$ cat src/rtl/gcd_frac_reduce_if.sv
// Handshake bundle between the gcd stage, the fraction reducer and its downstream consumer.
// The slave modport is the reducer's view; the master modport is the producer/consumer view.
interface gcd_frac_reduce_if #(
    parameter int width_p = 32
);
    logic [width_p-1:0] a_i;
    logic [width_p-1:0] b_i;
    logic [width_p-1:0] gcd_i;
    logic               v_i;
    logic               yumi_o;
    logic [width_p-1:0] num_o;
    logic [width_p-1:0] den_o;
    logic               err_o;
    logic               v_o;
    logic               yumi_i;

    modport slave (
        input  a_i, b_i, gcd_i, v_i, yumi_i,
        output yumi_o, num_o, den_o, err_o, v_o
    );

    modport master (
        output a_i, b_i, gcd_i, v_i, yumi_i,
        input  yumi_o, num_o, den_o, err_o, v_o
    );
endinterface

$ cat src/rtl/gcd_frac_reduce.sv
// Reduces a/b by their gcd using a shared-divisor restoring divider, one quotient bit per operand per cycle.
// Define GCD_REDUCE_CHECK_EN to flag a nonzero final remainder on err_o.
module gcd_frac_reduce #(
    parameter int width_p = 32
) (
    input  logic                clk_i,
    input  logic                reset_n_i,
    gcd_frac_reduce_if.slave    bus
);
    localparam int cnt_w_lp = (width_p > 2) ? $clog2(width_p) : 1;

    typedef enum logic [1:0] {
        IDLE = 2'd0,
        DIV  = 2'd1,
        DONE = 2'd2
    } state_e;

    state_e              r_state;
    logic [cnt_w_lp-1:0] r_cnt;
    logic [width_p-1:0]  r_dvd_a;
    logic [width_p-1:0]  r_dvd_b;
    logic [width_p-1:0]  r_dsr;
    logic [width_p:0]    r_rem_a;
    logic [width_p:0]    r_rem_b;
    logic [width_p-1:0]  r_quo_a;
    logic [width_p-1:0]  r_quo_b;
    logic [width_p-1:0]  r_num;
    logic [width_p-1:0]  r_den;
    logic                r_err;
    logic                r_v;

    logic [width_p:0]    w_dsr_ext;
    logic [width_p:0]    w_shift_a;
    logic [width_p:0]    w_shift_b;
    logic                w_q_a;
    logic                w_q_b;
    logic [width_p:0]    w_rem_nxt_a;
    logic [width_p:0]    w_rem_nxt_b;
    logic [width_p-1:0]  w_quo_nxt_a;
    logic [width_p-1:0]  w_quo_nxt_b;
    logic                w_rem_bad;

    // Restoring step: bring in the next dividend bit, subtract the divisor when it fits.
    assign w_dsr_ext   = {1'b0, r_dsr};
    assign w_shift_a   = (r_rem_a << 1) | {{width_p{1'b0}}, r_dvd_a[width_p-1]};
    assign w_shift_b   = (r_rem_b << 1) | {{width_p{1'b0}}, r_dvd_b[width_p-1]};
    assign w_q_a       = (w_shift_a >= w_dsr_ext);
    assign w_q_b       = (w_shift_b >= w_dsr_ext);
    assign w_rem_nxt_a = w_q_a ? (w_shift_a - w_dsr_ext) : w_shift_a;
    assign w_rem_nxt_b = w_q_b ? (w_shift_b - w_dsr_ext) : w_shift_b;
    assign w_quo_nxt_a = (r_quo_a << 1) | {{(width_p-1){1'b0}}, w_q_a};
    assign w_quo_nxt_b = (r_quo_b << 1) | {{(width_p-1){1'b0}}, w_q_b};

`ifdef GCD_REDUCE_CHECK_EN
    assign w_rem_bad = (w_rem_nxt_a != '0) || (w_rem_nxt_b != '0);
`else
    assign w_rem_bad = 1'b0;
`endif

    // Accept only from IDLE, and never while reset is held, so the gcd stage cannot lose a bundle.
    assign bus.yumi_o = reset_n_i && (r_state == IDLE) && bus.v_i;
    assign bus.num_o  = r_num;
    assign bus.den_o  = r_den;
    assign bus.err_o  = r_err;
    assign bus.v_o    = r_v;

    // NOTE: every register here is updated with <= so all of them see pre-edge values in the same cycle.
    always_ff @(posedge clk_i or negedge reset_n_i) begin
        if (!reset_n_i) begin
            r_state <= IDLE;
            r_cnt   <= '0;
            r_dvd_a <= '0;
            r_dvd_b <= '0;
            r_dsr   <= '0;
            r_rem_a <= '0;
            r_rem_b <= '0;
            r_quo_a <= '0;
            r_quo_b <= '0;
            r_num   <= '0;
            r_den   <= '0;
            r_err   <= 1'b0;
            r_v     <= 1'b0;
        end else begin
            case (r_state)
                IDLE: begin
                    if (bus.v_i) begin
                        r_dvd_a <= bus.a_i;
                        r_dvd_b <= bus.b_i;
                        r_dsr   <= bus.gcd_i;
                        r_rem_a <= '0;
                        r_rem_b <= '0;
                        r_quo_a <= '0;
                        r_quo_b <= '0;
                        r_cnt   <= cnt_w_lp'(width_p - 1);
                        if (bus.gcd_i == '0) begin
                            r_state <= DONE;
                            r_num   <= '0;
                            r_den   <= '0;
                            r_err   <= 1'b1;
                            r_v     <= 1'b1;
                        end else begin
                            r_state <= DIV;
                        end
                    end
                end

                DIV: begin
                    r_dvd_a <= r_dvd_a << 1;
                    r_dvd_b <= r_dvd_b << 1;
                    r_rem_a <= w_rem_nxt_a;
                    r_rem_b <= w_rem_nxt_b;
                    r_quo_a <= w_quo_nxt_a;
                    r_quo_b <= w_quo_nxt_b;
                    if (r_cnt == '0) begin
                        r_state <= DONE;
                        r_num   <= w_quo_nxt_a;
                        r_den   <= w_quo_nxt_b;
                        r_err   <= w_rem_bad;
                        r_v     <= 1'b1;
                    end else begin
                        r_cnt <= r_cnt - cnt_w_lp'(1);
                    end
                end

                DONE: begin
                    if (bus.yumi_i) begin
                        r_state <= IDLE;
                        r_v     <= 1'b0;
                    end
                end

                default: begin
                    r_state <= IDLE;
                    r_v     <= 1'b0;
                end
            endcase
        end
    end
endmodule
$ cat src/flat_wrapper.sv
// flat-port wrapper written by rule: the top's interface ports become plain ports
module gcd_frac_reduce_flat 
#(
    parameter int width_p = 32
)
  (clk_i, reset_n_i, bus_a_i, bus_b_i, bus_gcd_i, bus_v_i, bus_yumi_i, bus_yumi_o, bus_num_o, bus_den_o, bus_err_o, bus_v_o);
  gcd_frac_reduce_if #(.width_p(width_p)) bus_i ();
  input  logic clk_i;
  input  logic reset_n_i;
  input wire logic [$bits(bus_i.a_i)-1:0] bus_a_i;
  input wire logic [$bits(bus_i.b_i)-1:0] bus_b_i;
  input wire logic [$bits(bus_i.gcd_i)-1:0] bus_gcd_i;
  input wire logic [$bits(bus_i.v_i)-1:0] bus_v_i;
  input wire logic [$bits(bus_i.yumi_i)-1:0] bus_yumi_i;
  output wire logic [$bits(bus_i.yumi_o)-1:0] bus_yumi_o;
  output wire logic [$bits(bus_i.num_o)-1:0] bus_num_o;
  output wire logic [$bits(bus_i.den_o)-1:0] bus_den_o;
  output wire logic [$bits(bus_i.err_o)-1:0] bus_err_o;
  output wire logic [$bits(bus_i.v_o)-1:0] bus_v_o;
  assign bus_i.a_i = bus_a_i;
  assign bus_i.b_i = bus_b_i;
  assign bus_i.gcd_i = bus_gcd_i;
  assign bus_i.v_i = bus_v_i;
  assign bus_i.yumi_i = bus_yumi_i;
  assign bus_yumi_o = bus_i.yumi_o;
  assign bus_num_o = bus_i.num_o;
  assign bus_den_o = bus_i.den_o;
  assign bus_err_o = bus_i.err_o;
  assign bus_v_o = bus_i.v_o;
  gcd_frac_reduce #(.width_p(width_p)) u_core (.clk_i(clk_i), .reset_n_i(reset_n_i), .bus(bus_i));
endmodule
$ cat config.mk
export PLATFORM = sky130hd
export DESIGN_NAME = gcd_frac_reduce_flat
export DESIGN_NICKNAME = d
export VERILOG_FILES = /design/src/rtl/gcd_frac_reduce_if.sv /design/src/rtl/gcd_frac_reduce.sv /design/src/flat_wrapper.sv
export SDC_FILE = /design/constraint.sdc
export NUM_CORES = 1
export LEC_CHECK = 0
export ABC_AREA = 1
export BUFFER_PORTS_ARGS = -buffer_cell sky130_fd_sc_hd__buf_2
export CAP_MARGIN = 20
export CORE_MARGIN = 4
export CORE_UTILIZATION = 45
export CTS_CLUSTER_SIZE = 16
export DETAILED_ROUTE_END_ITERATION = 6
export PLACE_DENSITY = 0.6
export SKIP_LAST_GASP = 1
export SLEW_MARGIN = 15
export SYNTH_ARGS = -nofsm -noshare
export SYNTH_HDL_FRONTEND = slang
export SYNTH_SLANG_ARGS = --single-unit
$ cat constraint.sdc
create_clock -name clk_i -period 5.7 [get_ports clk_i]
set_clock_uncertainty 0.05 [all_clocks]
set_input_delay 1.71 -clock clk_i [delete_from_list [all_inputs] [get_ports clk_i]]
set_output_delay 1.71 -clock clk_i [all_outputs]
set_load 0.01 [all_outputs]
### Word-level counts from Yosys, hierarchy flattened

Index checks and enable logic that the tools add are counted.

* register bits: 295
* input port bits: 100
* output and inout port bits: 67
* word-level logic and storage cells: 74

* add/subtract/negate cells: 3
* order comparisons: 2
* equality and inequality tests: 7
* multiplexer cells: 33
* bitwise gates (word level): 4
* reduce and logical (&&, ||, !) cells: 12

Operator list (count)
* case mux 32 bit (2 select lines): 6
* two-way mux 32 bit: 9
* case mux 31 bit (2 select lines): 2
* >= comparator 33 x 32 -> 1 bit: 2
* OR 33 x 1 -> 33 bit: 2
* OR 32 x 1 -> 32 bit: 2
* subtractor 32 bit: 2
* logical NOT 32 bit: 1
* two-way mux 31 bit: 1
* two-way mux 5 bit: 2
* case mux 5 bit (2 select lines): 1
* two-way mux 2 bit: 4
* != test 2 bit, second input constant: 4
* AND reduction 4 bit: 2
* case mux 2 bit (3 select lines): 1
* AND reduction 3 bit: 2
* logical NOT 5 bit: 1
* two-way mux 1 bit: 5
* subtractor 5 x 1 -> 5 bit, second input constant: 1
* AND reduction 2 bit: 2
* case mux 1 bit (3 select lines): 1
* == test 2 x 1 -> 1 bit, second input constant: 1
* == test 2 bit, second input constant: 1
* logical AND 1 bit: 2
* 4 further kinds: 4

### Depth between registers and ports, before layout

* depth in word-level cells: 5
* depth in mapped cells: 16
* mapped depth without buffers: 16

### Least setup slack after synthesis

OpenSTA, ideal clock, no wires.

* path type: input port to output port
* from: in bus_v_i
* to: out bus_yumi_o
* arrival: 2.197 ns
* required time: 3.940 ns
* path slack: 1.743 ns
* stages on the path: 3
* buffers on the path: 1
* path through: nand2_1 -> clkbuf_1 -> nor2_1

* longest elaborated chain between the ends: 1

Ends and longest elaborated chain
* from (decl): RTL line flat_wrapper.sv:13 `input wire logic [$bits(bus_i.v_i)-1:0] bus_v_i;`
* logical AND 1 bit: RTL line gcd_frac_reduce.sv:61 `assign bus.yumi_o = reset_n_i && (r_state == IDLE) && bus.v_i;`
* to (decl): RTL line flat_wrapper.sv:15 `output wire logic [$bits(bus_i.yumi_o)-1:0] bus_yumi_o;`

Every way passes these cells.

### Final worst setup path

* from: in reset_n_i
* to: out bus_yumi_o

* longest elaborated chain between the ends: 2

Ends and longest elaborated chain
* from (decl): RTL line flat_wrapper.sv:9 `input logic reset_n_i;`
* logical AND 1 bit (2 in series): RTL line gcd_frac_reduce.sv:61

Every way passes these cells.

==> impl_metrics.csv <==
group,metric,value,unit
logic_synthesis,async_reset_ff_share,100,%
finish,ff_latch_area,7380,sq um
sta,worst_slew_pin_slew,0.995,ns
clock_tree,clk_pin_slew_worst_paths,0.06,ns
global_routing,grt_max_degree,103,
floorplan,core_area,38700,sq um
pwr,p_per_area,727,nW/um^2
global_routing,grt.total_usage,24.1,%
sta,fin_crit,4.07,ns
floorplan,start_util,45.6,%
detailed_routing,ant_nets,0,
worst_setup_path,critPathKind,"input port to output port",
finish,nFillCells,3913,
min_path,min_from,"u_core.bus.num_o[9]",
finish,fin_nets,2738,
logic_synthesis,synthesis.area,17700,sq um
sta,fin_crit_sh,71.4,%
sta,setup_viol,0,
placed_design,pre_cts_ws,1.48,ns
global_routing,grt_pass1_vias,15886,
worst_setup_path,cp_slowest_cell,"buf_8",
detailed_routing,firstDrtPassIters,5,
floorplan,io_pins,167,
worst_setup_path,required,3.94,ns
floorplan,die_area,42500,sq um
finish,syn2layout_area_growth,13.4,%
sta,tns,0,ns
logic_synthesis,ys_top_cells_by_area,"dfrtp_1, nand2_1, inv_1, nand3_1, ha_1",
clock_tree,cts_buffers,35,
min_path,whs_path_depth,2,
clock_tree,cts.sinks,295,
sta,maxSlewHeadroom,33.7,%
detailed_routing,post-route-drc-count,0,
global_routing,grt_pass1_wl,82900,microns
outcome,status,"finished clean",
finish,drive_above_1_share,10.4,%
sta,max_freq,246,MHz
sta,finalHoldWorstSlack,0.427,ns
logic_synthesis,synth-main-ff-cell,"dfrtp_1",
worst_setup_path,rrSetupSlack,2.26,ns
logic_synthesis,syn-instance-count,2447,
clock_tree,cts_tree,"built",
floorplan,rows,72,
logic_synthesis,synth_top_cells_by_count,"nand2_1, inv_1, dfrtp_1, nand3_1, nor2_1",
clock_tree,holdBufCountCts,0,
logic_synthesis,yosys_warnings,0,
detailed_routing,drt_iter0_drc,912,
clock_tree,cts_resized,0,
logic_synthesis,synth_edf_count,0,
pwr,ir_drop,363,uV
clock_tree,cts.path.max_buffers,3,
placed_design,port_buffers,166,
finish,multi_input_area,8230,sq um
pwr,p_leak,11.1,nW
logic_synthesis,synth_nets,2615,
detailed_routing,avgRoutedWirePerCell,16.1,microns
clock_tree,cts-root-buf,"clkbuf_16",
run,drv_cap,0,
logic_synthesis,netlist-cell-type-count,34,
logic_synthesis,yosysMostFrequentCell,"nand2_1",
worst_setup_path,rr_worst_depth,14,
detailed_routing,viasPerCell,5.10,
worst_setup_path,crit_arrival,2.31,ns
clock_tree,cts_setup_buffers,0,
worst_setup_path,crit_path_end_kind,"output port",
sta,rsz0062_at_grt,"no",
clock_tree,ctsHtreeMaxLevel,2,
logic_synthesis,ys_seq_area_share,41.8,%
logic_synthesis,yosys.area.top_type_share,41.8,%
worst_setup_path,r2r-end,"u_core.r_rem_a[30]",
logic_synthesis,yosysTopAreaCell,"dfrtp_1",
sta,setup_ws,1.63,ns
pwr,total_power,14.5,mW
detailed_routing,vias,15886,
worst_setup_path,reg2reg_from,"u_core.r_dsr[1]",
sta,slew_viol_final,0,
min_path,hold_class,"flop to flop",
global_routing,overflow,0,
logic_synthesis,ys_ff_latch,295,
logic_synthesis,synth_area_per_cell,7.21,sq um
worst_setup_path,cp-start-kind,"input port",
clock_tree,insertion_delay,0.54,ns
placed_design,gp_congestion,0.957,
floorplan,fp.dieW,206,microns
worst_setup_path,cp_max_fo,36,
floorplan,die_h,206,microns
placed_design,dp_hpwl,36200,microns
detailed_routing,routed_wl,50200,microns
worst_setup_path,cp_slowest_stage_delay,0.24,ns
worst_setup_path,cp_cell_sequence,"buf_8 > inv_1 > nor2_1 > buf_2",
min_path,min_to,"u_core.bus.num_o[9]",
sta,hold_viol,0,
global_routing,antenna_found_initial,0,
[kinds of logic (layout without fill, tap and decap cells)]
group,Yosys count,after routing,synth area share (%)
flip-flops,295,295,41.8
buffers and inverters,519,667,11.8
AND/OR/NAND/NOR,1321,1321,32.1
other,0,1,0
XOR/XNOR,28,28,1.39
adder cells (fa/ha/maj),68,68,4.90
AO/OA/AOI/OAI,216,216,7.97
[final cells by class]
type | count | share of cell area, %
Antenna cell | 1 | 0.0125
Clock buffer | 52 | 5.14
Clock inverter | 10 | 0.769
Inverter | 420 | 7.87
Multi-Input combinational cell | 1633 | 41.1
Sequential cell | 295 | 36.9
Tap cell | 518 | 3.24
Timing Repair Buffer | 185 | 4.97
[flip-flops by register name, summed over array words and instances (netlist names), 32 cells and up]
signal,cells
u_core.r_rem_b,32
u_core.r_dsr,32
u_core.r_dvd_a,32
u_core.r_rem_a,32
u_core.r_dvd_b,32
u_core.bus.num_o,32
u_core.bus.den_o,32
[worst max-delay path by stage]
stage / start / to / slack, ns
floorplan: bus_v_i / bus_yumi_o / 1.74
global placement: bus_gcd_i[29] / u_core.bus.num_o[14] / 1.13
detailed placement: bus_gcd_i[0] / u_core.bus.num_o[10] / 1.48
CTS: reset_n_i / bus_yumi_o / 1.62
global route: reset_n_i / bus_yumi_o / 1.54
finish: reset_n_i / bus_yumi_o / 1.63
[cell usage in the layout, fill, tap and decap left out, drive strengths merged, types with 62 or more instances in the layout]
master  count
a221oi     62
buf       185
dfrtp     295
ha         66
inv       423
nand2     869
nand3     175
nand3b     75
nor2      104
nor3       78
[critical path, delay by kind of cell]
kind | cells | cell delay, ns
buffers and inverters | 3 | 0.45
AND/OR/NAND/NOR | 1 | 0.12
[through the flow]
| step | area, sq um | cells | util [%] |
|---|---|---|---|
| 2_1_floorplan | 17700 | 2447 | - |
| 3_5_place_dp | 18800 | 3050 | 48.6 |
| 5_1_grt | 20000 | 3113 | 51.7 |
| 4_1_cts | 20000 | 3112 | 51.6 |
| 3_3_place_gp | 18800 | 3050 | 48.5 |
| 6_report | 20000 | 3114 | 51.7 |
[power by group]
group / leakage, nW / internal (mW) / switching (mW)
sequential: 3.71 / 2.95 / 0.473
clock: 0.579 / 1.40 / 0.910
combinational: 6.84 / 2.94 / 5.88
[layer usage]
layer  vias to the layer above  routed length (microns)  global-route usage [%]
li1                       7983                        -                       -
met1                      7529                    23400                    33.9
met2                       311                    23300                    39.2
met3                        63                     2360                    3.86
met4                         0                     1040                    6.01
met5                         -                        0                       0
(Power assumes the default switching activity.)
